`src/rtl/vmask_pkg.sv`:
```
// vmask_pkg: shared encodings for the mask-reduction block.
// Optional feature macro: VMASK_FIRST_EN (find-first mode in vmask_reduce).
package vmask_pkg;

  // in_op encodings
  localparam logic VMASK_OP_POPC  = 1'b0;
  localparam logic VMASK_OP_FIRST = 1'b1;

  // in_sew codes: element width of the mask layout
  localparam logic [1:0] SEW_8  = 2'd0;
  localparam logic [1:0] SEW_16 = 2'd1;
  localparam logic [1:0] SEW_32 = 2'd2;
  localparam logic [1:0] SEW_64 = 2'd3;

  // Find-first "nothing set" result. Declared signed so a size cast to any
  // result width sign-extends into all-ones.
  localparam logic signed [63:0] FIRST_NONE = -64'sd1;

  // Number of elements carried by one beat of mw mask bits at element code sew.
  function automatic int elems_per_beat(input int mw, input int sew);
    return mw >> sew;
  endfunction

endpackage

```
`src/rtl/vmask_beat_reduce.sv`:
```
// vmask_beat_reduce: per-beat element selection, popcount and (with
// VMASK_FIRST_EN) lowest-set-element index, registered once.
module vmask_beat_reduce
  import vmask_pkg::*;
#(
  parameter  int MW        = 8,
  parameter  int SEW_WIDTH = 2,
  localparam int CNT_W     = $clog2(MW + 1),
  localparam int IDX_W     = (MW > 1) ? $clog2(MW) : 1
) (
  input  logic                 clk,
  input  logic                 rst,
  input  logic                 vld_i,
  input  logic [MW-1:0]        m0_i,
  input  logic [SEW_WIDTH-1:0] sew_i,
  output logic                 vld_o,
  output logic [CNT_W-1:0]     cnt_o
`ifdef VMASK_FIRST_EN
  ,
  output logic                 hit_o,
  output logic [IDX_W-1:0]     idx_o,
  output logic [CNT_W-1:0]     nelem_o
`endif
);

  logic [MW-1:0]    sel_c;
  logic [CNT_W-1:0] cnt_c;
  logic [IDX_W-1:0] pos;
  int               ne;

  // Gather element i from bit (i << sew); bits between elements are dropped.
  always_comb begin
    sel_c = '0;
    cnt_c = '0;
    pos   = '0;
    ne    = elems_per_beat(MW, int'(sew_i));
    for (int i = 0; i < MW; i++) begin
      if (i < ne) begin
        pos      = IDX_W'(i << sew_i);
        sel_c[i] = m0_i[pos];
      end
    end
    for (int i = 0; i < MW; i++) begin
      cnt_c = cnt_c + CNT_W'(sel_c[i]);
    end
  end

`ifdef VMASK_FIRST_EN
  logic             hit_c;
  logic [IDX_W-1:0] idx_c;

  // Priority encoder: scanning downward leaves the lowest set element.
  always_comb begin
    hit_c = |sel_c;
    idx_c = '0;
    for (int i = MW - 1; i >= 0; i--) begin
      if (sel_c[i]) idx_c = IDX_W'(i);
    end
  end
`endif

  // ---- stage p0 boundary: beat summary register ----
  always_ff @(posedge clk) begin
    if (rst) begin
      vld_o   <= 1'b0;
      cnt_o   <= '0;
`ifdef VMASK_FIRST_EN
      hit_o   <= 1'b0;
      idx_o   <= '0;
      nelem_o <= '0;
`endif
    end else begin
      vld_o   <= vld_i;
      cnt_o   <= vld_i ? cnt_c : '0;
`ifdef VMASK_FIRST_EN
      hit_o   <= vld_i & hit_c;
      idx_o   <= vld_i ? idx_c : '0;
      nelem_o <= vld_i ? CNT_W'(ne) : '0;
`endif
    end
  end

endmodule

```
`src/rtl/vmask_reduce.sv`:
```
// vmask_reduce: multi-beat mask reduction (vcpop.m, and vfirst.m when
// VMASK_FIRST_EN is defined). Fixed 3-cycle latency from end beat to result.
module vmask_reduce
  import vmask_pkg::*;
#(
  parameter int REQ_DATA_WIDTH  = 64,
  parameter int RESP_DATA_WIDTH = 64,
  parameter int REQ_ADDR_WIDTH  = 32,
  parameter int SEW_WIDTH       = 2
) (
  input  logic                       clk,
  input  logic                       rst,
  input  logic                       in_valid,
  input  logic [REQ_DATA_WIDTH/8-1:0] in_m0,
  input  logic [SEW_WIDTH-1:0]       in_sew,
  input  logic                       in_op,
  input  logic                       in_start,
  input  logic                       in_end,
  input  logic [REQ_ADDR_WIDTH-1:0]  in_addr,
  output logic                       out_valid,
  output logic [RESP_DATA_WIDTH-1:0] out_vec,
  output logic [REQ_ADDR_WIDTH-1:0]  out_addr
);

  localparam int MW    = REQ_DATA_WIDTH / 8;
  localparam int CNT_W = $clog2(MW + 1);

  // Operation framing: beats count only once an operation has started.
  logic                 act_q, act_d;
  logic [SEW_WIDTH-1:0] sew_q, sew_d, sew_eff;
  logic                 accept;

  // Stage p0 sideband and beat summary
  logic                      vld_p0;
  logic [CNT_W-1:0]          cnt_p0;
  logic                      start_p0, end_p0;
  logic [REQ_ADDR_WIDTH-1:0] addr_p0;

  // Stage p1 accumulator and result
  logic [RESP_DATA_WIDTH-1:0] acc_q, acc_d, acc_base;
  logic [RESP_DATA_WIDTH-1:0] res_c, res_p1;
  logic                       emit, vld_p1;
  logic [REQ_ADDR_WIDTH-1:0]  addr_p1;

`ifdef VMASK_FIRST_EN
  localparam int IDX_W = (MW > 1) ? $clog2(MW) : 1;
  logic                       op_q, op_d, op_eff, op_p0;
  logic                       hit_p0;
  logic [IDX_W-1:0]           idx_p0;
  logic [CNT_W-1:0]           nelem_p0;
  logic [RESP_DATA_WIDTH-1:0] off_q, off_d, off_base;
  logic [RESP_DATA_WIDTH-1:0] fidx_q, fidx_d, fidx_base;
  logic                       found_q, found_d, found_base;
`else
  logic unused_op;
  assign unused_op = in_op;
`endif

  // Accept a beat only inside an operation; latch sew/op on the start beat.
  always_comb begin
    accept  = in_valid & (in_start | act_q);
    sew_eff = in_start ? in_sew : sew_q;
    act_d   = act_q;
    sew_d   = sew_q;
    if (accept) begin
      act_d = ~in_end;
      if (in_start) sew_d = in_sew;
    end
  end

`ifdef VMASK_FIRST_EN
  // Mode follows the same start-beat latch as the element width.
  always_comb begin
    op_eff = in_start ? in_op : op_q;
    op_d   = (accept & in_start) ? in_op : op_q;
  end
`endif

  // Operation framing state; reset drops any open operation.
  always_ff @(posedge clk) begin
    if (rst) begin
      act_q <= 1'b0;
      sew_q <= '0;
`ifdef VMASK_FIRST_EN
      op_q  <= VMASK_OP_POPC;
`endif
    end else begin
      act_q <= act_d;
      sew_q <= sew_d;
`ifdef VMASK_FIRST_EN
      op_q  <= op_d;
`endif
    end
  end

  vmask_beat_reduce #(
    .MW        (MW),
    .SEW_WIDTH (SEW_WIDTH)
  ) u_beat (
    .clk     (clk),
    .rst     (rst),
    .vld_i   (accept),
    .m0_i    (in_m0),
    .sew_i   (sew_eff),
    .vld_o   (vld_p0),
    .cnt_o   (cnt_p0)
`ifdef VMASK_FIRST_EN
    ,
    .hit_o   (hit_p0),
    .idx_o   (idx_p0),
    .nelem_o (nelem_p0)
`endif
  );

  // ---- stage p0 boundary: framing bits travelling beside the beat summary ----
  always_ff @(posedge clk) begin
    if (rst) begin
      start_p0 <= 1'b0;
      end_p0   <= 1'b0;
      addr_p0  <= '0;
`ifdef VMASK_FIRST_EN
      op_p0    <= VMASK_OP_POPC;
`endif
    end else begin
      start_p0 <= accept & in_start;
      end_p0   <= accept & in_end;
      addr_p0  <= accept ? in_addr : '0;
`ifdef VMASK_FIRST_EN
      op_p0    <= op_eff;
`endif
    end
  end

  // Fold the beat into the running state; a start beat begins from zero.
  always_comb begin
    acc_base = start_p0 ? '0 : acc_q;
    acc_d    = acc_q;
    if (vld_p0) acc_d = acc_base + RESP_DATA_WIDTH'(cnt_p0);
    res_c = acc_d;
`ifdef VMASK_FIRST_EN
    off_base   = start_p0 ? '0 : off_q;
    fidx_base  = start_p0 ? '0 : fidx_q;
    found_base = start_p0 ? 1'b0 : found_q;
    off_d      = off_q;
    fidx_d     = fidx_q;
    found_d    = found_q;
    if (vld_p0) begin
      off_d   = off_base + RESP_DATA_WIDTH'(nelem_p0);
      found_d = found_base | hit_p0;
      fidx_d  = fidx_base;
      if (!found_base && hit_p0) fidx_d = off_base + RESP_DATA_WIDTH'(idx_p0);
    end
    if (op_p0 == VMASK_OP_FIRST) res_c = found_d ? fidx_d : RESP_DATA_WIDTH'(FIRST_NONE);
`endif
    emit = vld_p0 & end_p0;
  end

  // ---- stage p1 boundary: accumulator and finished result ----
  always_ff @(posedge clk) begin
    if (rst) begin
      acc_q   <= '0;
      vld_p1  <= 1'b0;
      res_p1  <= '0;
      addr_p1 <= '0;
`ifdef VMASK_FIRST_EN
      off_q   <= '0;
      fidx_q  <= '0;
      found_q <= 1'b0;
`endif
    end else begin
      acc_q   <= acc_d;
      vld_p1  <= emit;
      res_p1  <= emit ? res_c : '0;
      addr_p1 <= emit ? addr_p0 : '0;
`ifdef VMASK_FIRST_EN
      off_q   <= off_d;
      fidx_q  <= fidx_d;
      found_q <= found_d;
`endif
    end
  end

  // ---- stage p2 boundary: output register, zero when not valid ----
  always_ff @(posedge clk) begin
    if (rst) begin
      out_valid <= 1'b0;
      out_vec   <= '0;
      out_addr  <= '0;
    end else begin
      out_valid <= vld_p1;
      out_vec   <= res_p1;
      out_addr  <= addr_p1;
    end
  end

endmodule

```
`config.mk`:
```
export PLATFORM = sky130hd
export DESIGN_NAME = vmask_reduce
export DESIGN_NICKNAME = d
export VERILOG_FILES = /design/src/rtl/vmask_pkg.sv /design/src/rtl/vmask_beat_reduce.sv /design/src/rtl/vmask_reduce.sv
export SDC_FILE = /design/constraint.sdc
export NUM_CORES = 1
export LEC_CHECK = 0
export CAP_MARGIN = 20
export CORE_MARGIN = 2
export CORE_UTILIZATION = 30
export CTS_BUF_LIST = sky130_fd_sc_hd__clkbuf_16
export CTS_CLUSTER_SIZE = 16
export DETAILED_ROUTE_END_ITERATION = 10
export DONT_BUFFER_PORTS = 1
export GPL_ROUTABILITY_DRIVEN = 0
export PLACE_DENSITY = 0.42
export SETUP_SLACK_MARGIN = 0.15
export SLEW_MARGIN = 10
export SYNTH_ARGS = -nofsm -noshare
export SYNTH_HDL_FRONTEND = slang
export SYNTH_SLANG_ARGS = --single-unit
```
`constraint.sdc`:
```
create_clock -name clk -period 17.6 [get_ports clk]
set_input_delay 3.52 -clock clk [delete_from_list [all_inputs] [get_ports clk]]
set_output_delay 3.52 -clock clk [all_outputs]
set_load 0.05 [all_outputs]
```
==> results.ini, run 1 <==
[place]
pre_cts_ws_ns = 9.325
portBuffers = 0
hpwl_um = 16740
dp.cells = 1509

[power_and_ir_drop]
switching_share = 0.2141
clkPwrFrac = 0.505
total_power_mw = 1.458
ir_drop_v = 0.00008081
p_leak_nw = 4.492
p_per_area_nw_per_um2 = 117.5
p_int_mw = 1.146
total_switching_power_uw = 312.1
power_frac_seq = 0.471
combPwrFrac = 0.024

[floorplanning]
io-pin-count = 145
num_rows = 69
fp.dieH_um = 193.7
dieArea_um2 = 37520
die_w_um = 193.7
core_area_um2 = 35480
initial_core_util = 0.3043

[synth]
ys_warn_count = 0
synth-edff-count = 0
ys_types = 57
syn-instance-count = 1094
yosysMostFrequentCell = dfxtp_1
ys_async_sr_fraction = 0
yosys.area.top_type = dfxtp_1
synth_seq_cells = 300
ys.flop_type = dfxtp_1
synthAdderAreaFrac = 0.02318
yosysTopAreaCellShare = 0.5563
synth-simple-area-share = 0.2613
yosysSeqAreaShare = 0.5563
synth_compound_area_frac = 0.07765
synthesis.area_um2 = 10800
synth_area_leaders = dfxtp_1 (56%), nor2b_1 (6.3%), and2_1 (4.5%), a21oi_1 (3.4%), nand2_1 (2.9%)
synthXorXnorAreaFrac = 0.01947
synth_top_family_by_area = simple AND/OR/NAND/NOR gates
syn-num-nets = 1159
syn_avg_cell_area_um2 = 9.869
netlist_top_cells_count = dfxtp_1 (300), nor2b_1 (108), nand2_1 (84), and2_1 (78), a21oi_1 (74)
muxShareOfSynthArea = 0.03465

[clocking]
post_cts_buffers = 0
cts_buffer_depth = 3
path_clk_slew_ns = 0.05
cts-buffers-inserted = 36
cts_resized = 0
cts_tree = yes
worst_skew_pair.late_latency_ns = 0.55
postCtsHoldBufs = 0
root_buffer = clkbuf_16
cts_sinks = 300
htreeDepth = 2

[status]
status = completed

[layout]
fill_cells = 3629
fin_cells = 1570
layout-drive-gt1-share = 0.08566
area_growth_pct = 14.94
final_util = 0.3497
diodes = 0
final_nets = 1151

[detailed_routing]
drt_pass1_iterations = 5
wire_per_inst_um = 16.80
drc = 0
vias_per_cell = 4.713
drt-initial-drc-count = 323
antenna_left = 0
num_vias = 7399
wl_um = 26370

[job]
maxCapViolations = 0

[sta]
max_slew.worst_pin.slew_ns = 0.9379
setup_ws_ns = 9.958
fmax_ghz = 0.1309
slew_headroom = 0.3696
hold_viol = 0
setup_violations = 0
final-max-slew-violation-count = 0
post-route-period-util = 0.4342
totalNegativeSetupSlack_ns = 0
clock_skew_ns = 0.03021
rsz0062_at_grt = false
fin_crit_ns = 7.642

[hold_path]
hold_end = addr_p1[9]
min_path_cells = 1
hp-start = addr_p0[9]
hold_class = flip-flop to flip-flop

[worst_setup_path]
worstPathRequired_ns = 17.99
r2r-start = sew_q[1]
r2r-end = u_beat.cnt_o[2]
cpMostUsedCell = fa_1
path_cells = mux2i_1 > ha_1 > mux4_2 > mux2i_1 > nor2_1 > ha_1 > inv_1 > fa_1 > inv_1 > fa_1 > inv_1 > fa_1 > fa_1 > xor2_1 > nor2_1
endpoint_kind = flip-flop
cp.arrival_ns = 8.04
max_stage_delay_ns = 0.74
crit_path_max_fanout = 9
worst-r2r-cell-count = 15
slowest_stage = mux2i_1
rrSetupSlack_ns = 12.71
critical_path_class = input pin to flip-flop
cp-start-kind = input pin

[grt]
grt_max_degree = 172
antenna_found_initial = 0
grt_pass1_vias = 7243
grt_pass1_wl_um = 41720
track_usage = 0.1409
grt_overflow = 0

placed cells by master (no fill, tap or decap), types with 31 or more instances in the layout:
cell type / count
clkbuf_16: 36
nor2b_1: 108
nor2_1: 72
dfxtp_1: 299
nand2_1: 83
and2_1: 78
nand4_1: 31
a21oi_1: 74
inv_1: 32
nand3_1: 41
flip-flops by register name, summed over array words and instances (netlist names), 2 cells and up:
register	flops
out_vec	64
res_p1	64
u_beat.cnt_o	4
acc_q	64
sew_q	2
out_addr	32
addr_p0	32
addr_p1	32
worst max-delay path by stage:
stage                         from               to  slack [ns]  cells after the start
after CTS                 in_start  u_beat.cnt_o[2]        9.89                     15
after global routing      in_start  u_beat.cnt_o[2]        9.61                     15
final                     in_start  u_beat.cnt_o[2]        9.96                     15
after global placement    in_start  u_beat.cnt_o[2]        9.32                     15
after floorplan           in_start  u_beat.cnt_o[2]        9.42                     17
after detailed placement  in_start  u_beat.cnt_o[2]        9.33                     15
routing by layer:
metal,global-route usage,up-vias,part of all wire
li1,-,3717,-
met5,0,-,0
met4,0.04439,0,0.022
met3,0.04992,43,0.068
met1,0.1755,3486,0.45
met2,0.2278,153,0.46
critical path: cells and delay by family:
kind                     cells  cell delay [ns]
buffers and inverters        3             0.15
XOR/XNOR                     1             0.15
adder cells (fa/ha/maj)      6             2.64
AND/OR/NAND/NOR              2             0.12
multiplexers                 3             1.45
cell type report:
cell class	instances	area, um2	share of cell area
Sequential cell	300	6007	0.4841
Multi-Input combinational cell	715	4503	0.3629
Clock buffer	36	900.9	0.07260
Tap cell	461	576.8	0.04648
Clock inverter	25	264.0	0.02127
Inverter	24	90.09	0.007260
Timing Repair Buffer	9	67.56	0.005445
stage by stage:
step,area [um2],hold slack (ns)
floorplan,10800,0.4057
global placement,11240,0.4067
detailed placement,11240,0.4114
CTS,12410,0.4219
global route,12410,0.4322
finish,12410,0.4218
cells by family (layout without fill, tap and decap cells):
| group | after synthesis | in the layout |
|---|---|---|
| mux | 30 | 30 |
| compound gates | 137 | 137 |
| buf+inv | 79 | 94 |
| flops | 300 | 300 |
| xor+xnor | 24 | 24 |
| simple gates | 507 | 507 |
| fa+ha+maj | 17 | 17 |
power groups by stage:
stage	registers [mW]	clock network [mW]	logic, mW
CTS	0.687	0.766	0.0358
floorplan	0.700	0	0.0356
detailed placement	0.702	0	0.0355
global placement	0.702	0	0.0350
finish	0.687	0.736	0.0344
global route	0.687	0.794	0.0421
No activity file was read; power rests on OpenSTA's default activity.
==> run 2, diff against run 1 <==
--- a/config.mk
+++ b/config.mk
@@ -13,7 +13,7 @@
 export DETAILED_ROUTE_END_ITERATION = 10
 export DONT_BUFFER_PORTS = 1
 export GPL_ROUTABILITY_DRIVEN = 0
-export PLACE_DENSITY = 0.42
+export PLACE_DENSITY = 0.43
 export SETUP_SLACK_MARGIN = 0.15
 export SLEW_MARGIN = 10
 export SYNTH_ARGS = -nofsm -noshare
==> constraint.sdc (replaced) <==
create_clock -name clk -period 7 [get_ports clk]
set_input_delay 1.4 -clock clk [delete_from_list [all_inputs] [get_ports clk]]
set_output_delay 1.4 -clock clk [all_outputs]
set_load 0.05 [all_outputs]
==> results.ini, run 2 (synthesized netlist as in run 1, its figures left out) <==
[grt]
grt_pass1_wl_um = 41310  ; -0.98%
antenna_found_initial = 1  ; +1
grt_max_degree = 172  ; unchanged
grt_pass1_vias = 7271  ; +0.39%
track_usage = 0.1393  ; -0.001640
grt_overflow = 0  ; unchanged

[layout]
area_growth_pct = 14.66
top_regs = acc_q: 64 flops, out_vec: 64 flops, res_p1: 64 flops
final_common_cell = dfxtp_1
layout-drive-gt1-share = 0.08625  ; +0.0005906
final_area_um2 = 12380  ; -0.24%
final_cell_mix = dfxtp_1 (299), nor2b_1 (108), nand2_1 (83)
fin_cells = 1575  ; +0.32%
final_nets = 1152  ; +0.087%
fill_cells = 3613  ; -0.44%
register_area_um2 = 6007  ; unchanged
multi_input_area_um2 = 4503  ; unchanged

[worst_setup_path]
path_cells = mux2i_1 > ha_1 > mux4_2 > mux2i_1 > nor2_1 > ha_1 > inv_1 > fa_1 > inv_1 > fa_1 > inv_1 > fa_1 > fa_1 > xor2_1 > nor2_1
crit_path_max_fanout = 8  ; -1
slowest_stage = mux4_2
r2r-start = sew_q[0]
worstPathRequired_ns = 7.40  ; -10.59 ns
max_stage_delay_ns = 0.56  ; -0.18 ns
worst-r2r-cell-count = 15  ; unchanged
rrSetupSlack_ns = 2.40  ; -10.31 ns
cp-start-kind = input pin
cpMostUsedCell = fa_1
crit_family = adder cells
cp.arrival_ns = 5.62  ; -2.42 ns
path_buf_inv = 3  ; unchanged
critical_path_class = input pin to flip-flop
endpoint_kind = flip-flop
r2r-end = u_beat.cnt_o[2]

[power_and_ir_drop]
p_leak_nw = 4.475  ; -0.38%
ir_drop_v = 0.0002020  ; +150%
p_per_area_nw_per_um2 = 290.8  ; +150%

[clocking]
cts_resized = 0  ; unchanged
cts_sinks = 300  ; unchanged
cts_buffer_depth = 3  ; unchanged
root_buffer = clkbuf_16
postCtsHoldBufs = 0  ; unchanged
htreeDepth = 2  ; unchanged
post_cts_buffers = 0  ; unchanged
cts-buffers-inserted = 35  ; -2.8%
cts_tree = yes
worst_skew_pair.late_latency_ns = 0.54  ; about the same
path_clk_slew_ns = 0.06  ; about the same

[detailed_routing]
wire_per_inst_um = 16.56  ; -1.4%
num_vias = 7374  ; -0.34%
drt_pass1_iterations = 6  ; +1
drc = 0  ; unchanged
antenna_left = 0  ; unchanged
wl_um = 26080  ; -1.1%
drt-initial-drc-count = 285  ; -12%
vias_per_cell = 4.682  ; -0.65%

[sta]
post-route-period-util = 0.7454
hold_viol = 0  ; unchanged
max_slew.worst_pin.slew_ns = 0.9979  ; +0.06003 ns
setup_violations = 0  ; unchanged
setup_ws_ns = 1.782  ; -8.176 ns
fin_crit_ns = 5.218
fmax_ghz = 0.1916
totalNegativeSetupSlack_ns = 0  ; unchanged
final-max-slew-violation-count = 0  ; unchanged
slew_headroom = 0.3296  ; -0.03993
clock_skew_ns = 0.01553  ; -0.01469 ns
rsz0062_at_grt = false

[floorplanning]
die_w_um = 193.7  ; unchanged
initial_core_util = 0.3043  ; unchanged
num_rows = 69  ; unchanged
dieArea_um2 = 37520  ; unchanged
core_area_um2 = 35480  ; unchanged
io-pin-count = 145  ; unchanged
fp.dieH_um = 193.7  ; unchanged

[status]
status = completed

[job]
maxCapViolations = 0  ; unchanged

[place]
dpl-instance-area_um2 = 11260  ; +0.13%
portBuffers = 0  ; unchanged
dp.cells = 1511  ; +0.13%
hpwl_um = 16640  ; -0.61%
pre_cts_ws_ns = 1.173  ; -8.152 ns

[hold_path]
hp-start = addr_p0[4]
min_path_cells = 1  ; unchanged
hold_class = flip-flop to flip-flop
hold_end = addr_p1[4]

## run 2: area by class of cell
class,count,area share
repair buffers,11,0.006671
clock buffers,35,0.07075
well taps,461,0.04659
multi-input cells,715,0.3638
diodes,1,0.0002021
inverters,24,0.007277
flip-flops and latches,300,0.4852
clock inverters,28,0.01951
## run 2: per-stage QoR
stage	util	power (mW)	hold WS [ns]
final	0.3489	3.600	0.4155
after CTS	0.3488	3.671	0.4207
after global placement	0.3173	1.854	0.4069
after floorplan	-	1.849	0.4057
after global routing	0.3489	3.756	0.4317
after detailed placement	0.3173	1.857	0.4097
## run 2: worst register-to-register path, delay by kind of cell (launching register included)
family	cells	cell delay, ns
AND/OR/NAND/NOR	2	0.12
multiplexers	3	1.16
flip-flops	1	0.30
adder cells (fa/ha/maj)	6	2.60
buffers and inverters	3	0.16
XOR/XNOR	1	0.14
## run 2: power breakdown
group / internal (mW) / leakage, nW / total (mW) / switching, mW
Sequential: 1.72 / 2.42 / 1.72 / 0.00383
Clock: 1.06 / 0.565 / 1.78 / 0.721
Combinational: 0.0418 / 1.49 / 0.0943 / 0.0524
Total: 2.82 / 4.48 / 3.60 / 0.777
## run 2: worst max path at each step
| stage | start | endpoint | cells past startpoint |
|---|---|---|---|
| 2_1_floorplan | in_start | u_beat.cnt_o[2] | 17 |
| 3_3_place_gp | in_start | u_beat.cnt_o[2] | 15 |
| 3_5_place_dp | in_start | u_beat.cnt_o[2] | 15 |
| 4_1_cts | in_start | u_beat.cnt_o[2] | 15 |
| 5_1_grt | in_start | u_beat.cnt_o[2] | 15 |
| 6_report | in_start | u_beat.cnt_o[2] | 15 |
## run 2: layer usage
metal	wire length [um]	GRT usage	vias to the layer above	share of wire
li1	-	-	3727	-
met1	11620	0.1753	3439	0.45
met2	11860	0.2225	162	0.45
met3	2023	0.04992	46	0.078
met4	574	0.04382	0	0.022
met5	0	0	-	0
==> run 3, diff against run 2 <==
--- a/config.mk
+++ b/config.mk
@@ -13,7 +13,7 @@
 export DETAILED_ROUTE_END_ITERATION = 10
 export DONT_BUFFER_PORTS = 1
 export GPL_ROUTABILITY_DRIVEN = 0
-export PLACE_DENSITY = 0.43
+export PLACE_DENSITY = 0.42
 export SETUP_SLACK_MARGIN = 0.15
 export SLEW_MARGIN = 10
 export SYNTH_ARGS = -nofsm -noshare
==> constraint.sdc (replaced) <==
create_clock -name clk -period 5 [get_ports clk]
set_input_delay 1 -clock clk [delete_from_list [all_inputs] [get_ports clk]]
set_output_delay 1 -clock clk [all_outputs]
set_load 0.05 [all_outputs]
==> results.ini, run 3 (synthesized netlist as in run 1, its figures left out) <==
[status]
status = completed

[place]
hpwl_um = 17080  ; +2.6%
portBuffers = 0  ; unchanged

[clocking]
htreeDepth = 2  ; unchanged
postCtsHoldBufs = 0  ; unchanged
cts-buffers-inserted = 35  ; unchanged
post_cts_buffers = 0  ; unchanged
root_buffer = clkbuf_16
cts_resized = 0  ; unchanged
path_clk_slew_ns = 0.06  ; about the same
worst_skew_pair.late_latency_ns = 0.55  ; about the same
cts_tree = yes
cts_sinks = 300  ; unchanged
cts_buffer_depth = 3  ; unchanged

[sta]
final-max-slew-violation-count = 0  ; unchanged
fmax_ghz = 0.2348
hold_viol = 0  ; unchanged
setup_violations = 0  ; unchanged
totalNegativeSetupSlack_ns = 0  ; unchanged
fin_crit_ns = 4.259
max_slew.worst_pin.slew_ns = 0.9124  ; -0.08553 ns
slew_headroom = 0.3867  ; +0.05707
rsz0062_at_grt = false
post-route-period-util = 0.8519
clock_skew_ns = 0.02534  ; +0.009809 ns
hold_ws_ns = 0.4210  ; +0.005461 ns

[floorplanning]
dieArea_um2 = 37520  ; unchanged
die_w_um = 193.7  ; unchanged
initial_core_util = 0.3043  ; unchanged
io-pin-count = 145  ; unchanged
fp.dieH_um = 193.7  ; unchanged
core_area_um2 = 35480  ; unchanged
num_rows = 69  ; unchanged

[layout]
final_common_cell = dfxtp_1
layout-drive-gt1-share = 0.09050  ; +0.004248
area_growth_pct = 14.85
diodes = 0  ; -1
final_cell_mix = dfxtp_1 (299), nor2b_1 (108), nand2_1 (83)
top_regs = acc_q: 64 flops, out_vec: 64 flops, res_p1: 64 flops
final_nets = 1157  ; +0.43%
fill_cells = 3632  ; +0.53%

[grt]
grt_pass1_vias = 7518  ; +3.4%
antenna_found_initial = 0  ; -1
track_usage = 0.1433  ; +0.004065
grt_max_degree = 172  ; unchanged
grt_overflow = 0  ; unchanged
grt_pass1_wl_um = 42580  ; +3.1%

[worst_setup_path]
cp.arrival_ns = 4.67  ; -0.95 ns
r2r-start = sew_q[1]
worst-r2r-cell-count = 14  ; -1
endpoint_kind = flip-flop
cp-start-kind = input pin
path_cells = mux2i_4 > ha_1 > mux4_2 > mux2i_1 > nor2_1 > ha_1 > inv_2 > fa_1 > inv_1 > fa_1 > inv_1 > fa_2 > fa_2 > nor2_1
startpoint = in_start
max_stage_delay_ns = 0.54  ; -0.02 ns
slowest_stage = mux4_2
r2r-end = u_beat.cnt_o[1]
crit_end = u_beat.cnt_o[1]
rrSetupSlack_ns = 0.93  ; -1.47 ns
critical_path_class = input pin to flip-flop
worstPathRequired_ns = 5.41  ; -1.99 ns
crit_path_max_fanout = 8  ; unchanged

[detailed_routing]
drc = 0  ; unchanged
wl_um = 26600  ; +2.0%
vias_per_cell = 4.746  ; +1.4%
drt-initial-drc-count = 374  ; +31%
num_vias = 7484  ; +1.5%
wire_per_inst_um = 16.87  ; +1.9%
antenna_left = 0  ; unchanged
drt_pass1_iterations = 5  ; -1

[power_and_ir_drop]
p_per_area_nw_per_um2 = 398.9  ; +37%
ir_drop_v = 0.0002973  ; +47%
p_leak_nw = 4.485  ; +0.21%

[job]
maxCapViolations = 0  ; unchanged

[hold_path]
hold_class = flip-flop to flip-flop

==> run 3: cell type report <==
type / count / area, um2 / area share
flip-flops and latches: 300 / 6007 / 0.4845
multi-input cells: 715 / 4527 / 0.3651
repair buffers: 16 / 120.1 / 0.009687
clock buffers: 35 / 875.8 / 0.07064
well taps: 461 / 576.8 / 0.04652
clock inverters: 26 / 202.7 / 0.01635
inverters: 24 / 90.09 / 0.007265
==> run 3: how the worst min path moves through the flow <==
stage / startpoint / end / cells after the start
2_1_floorplan: addr_p0[0] / addr_p1[0] / 1
3_3_place_gp: addr_p0[2] / addr_p1[2] / 1
3_5_place_dp: addr_p0[1] / addr_p1[1] / 1
4_1_cts: addr_p0[1] / addr_p1[1] / 1
5_1_grt: addr_p0[26] / addr_p1[26] / 1
6_report: addr_p0[23] / addr_p1[23] / 1
==> run 3: worst max-delay path, delay by kind of cell <==
kind          cells  cell delay [ns]
buf+inv           3             0.14
simple gates      2             0.11
fa+ha+maj         6             2.45
mux               3             0.99
==> run 3: metrics by stage <==
stage               worst slack [ns]  instances    util  power, mW  area [um2]
floorplan                     0.1240       1094       -      2.596       10850
global placement              0.1691       1516  0.3191      2.602       11320
detailed placement            0.1598       1516  0.3191      2.607       11320
CTS                           0.7318       1577  0.3494      5.057       12400
global route                  0.5251       1577  0.3494      5.178       12400
finish                        0.7407       1577  0.3494      4.946       12400
==> run 3: report_power, final <==
part	switching [mW]	total, mW	internal [mW]	leakage [nW]
Combinational	0.0721	0.136	0.0634	1.51
Sequential	0.00744	2.41	2.41	2.42
Clock	1.01	2.40	1.39	0.556
Total	1.09	4.95	3.86	4.48
==> run 3: routing by layer <==
metal  track usage  part of all wire  vias to the layer above
li1              -                 -                     3733
met1        0.1816              0.45                     3538
met2        0.2296              0.46                      175
met3       0.05062             0.071                       38
met4       0.04184             0.020                        0
met5             0                 0                        -
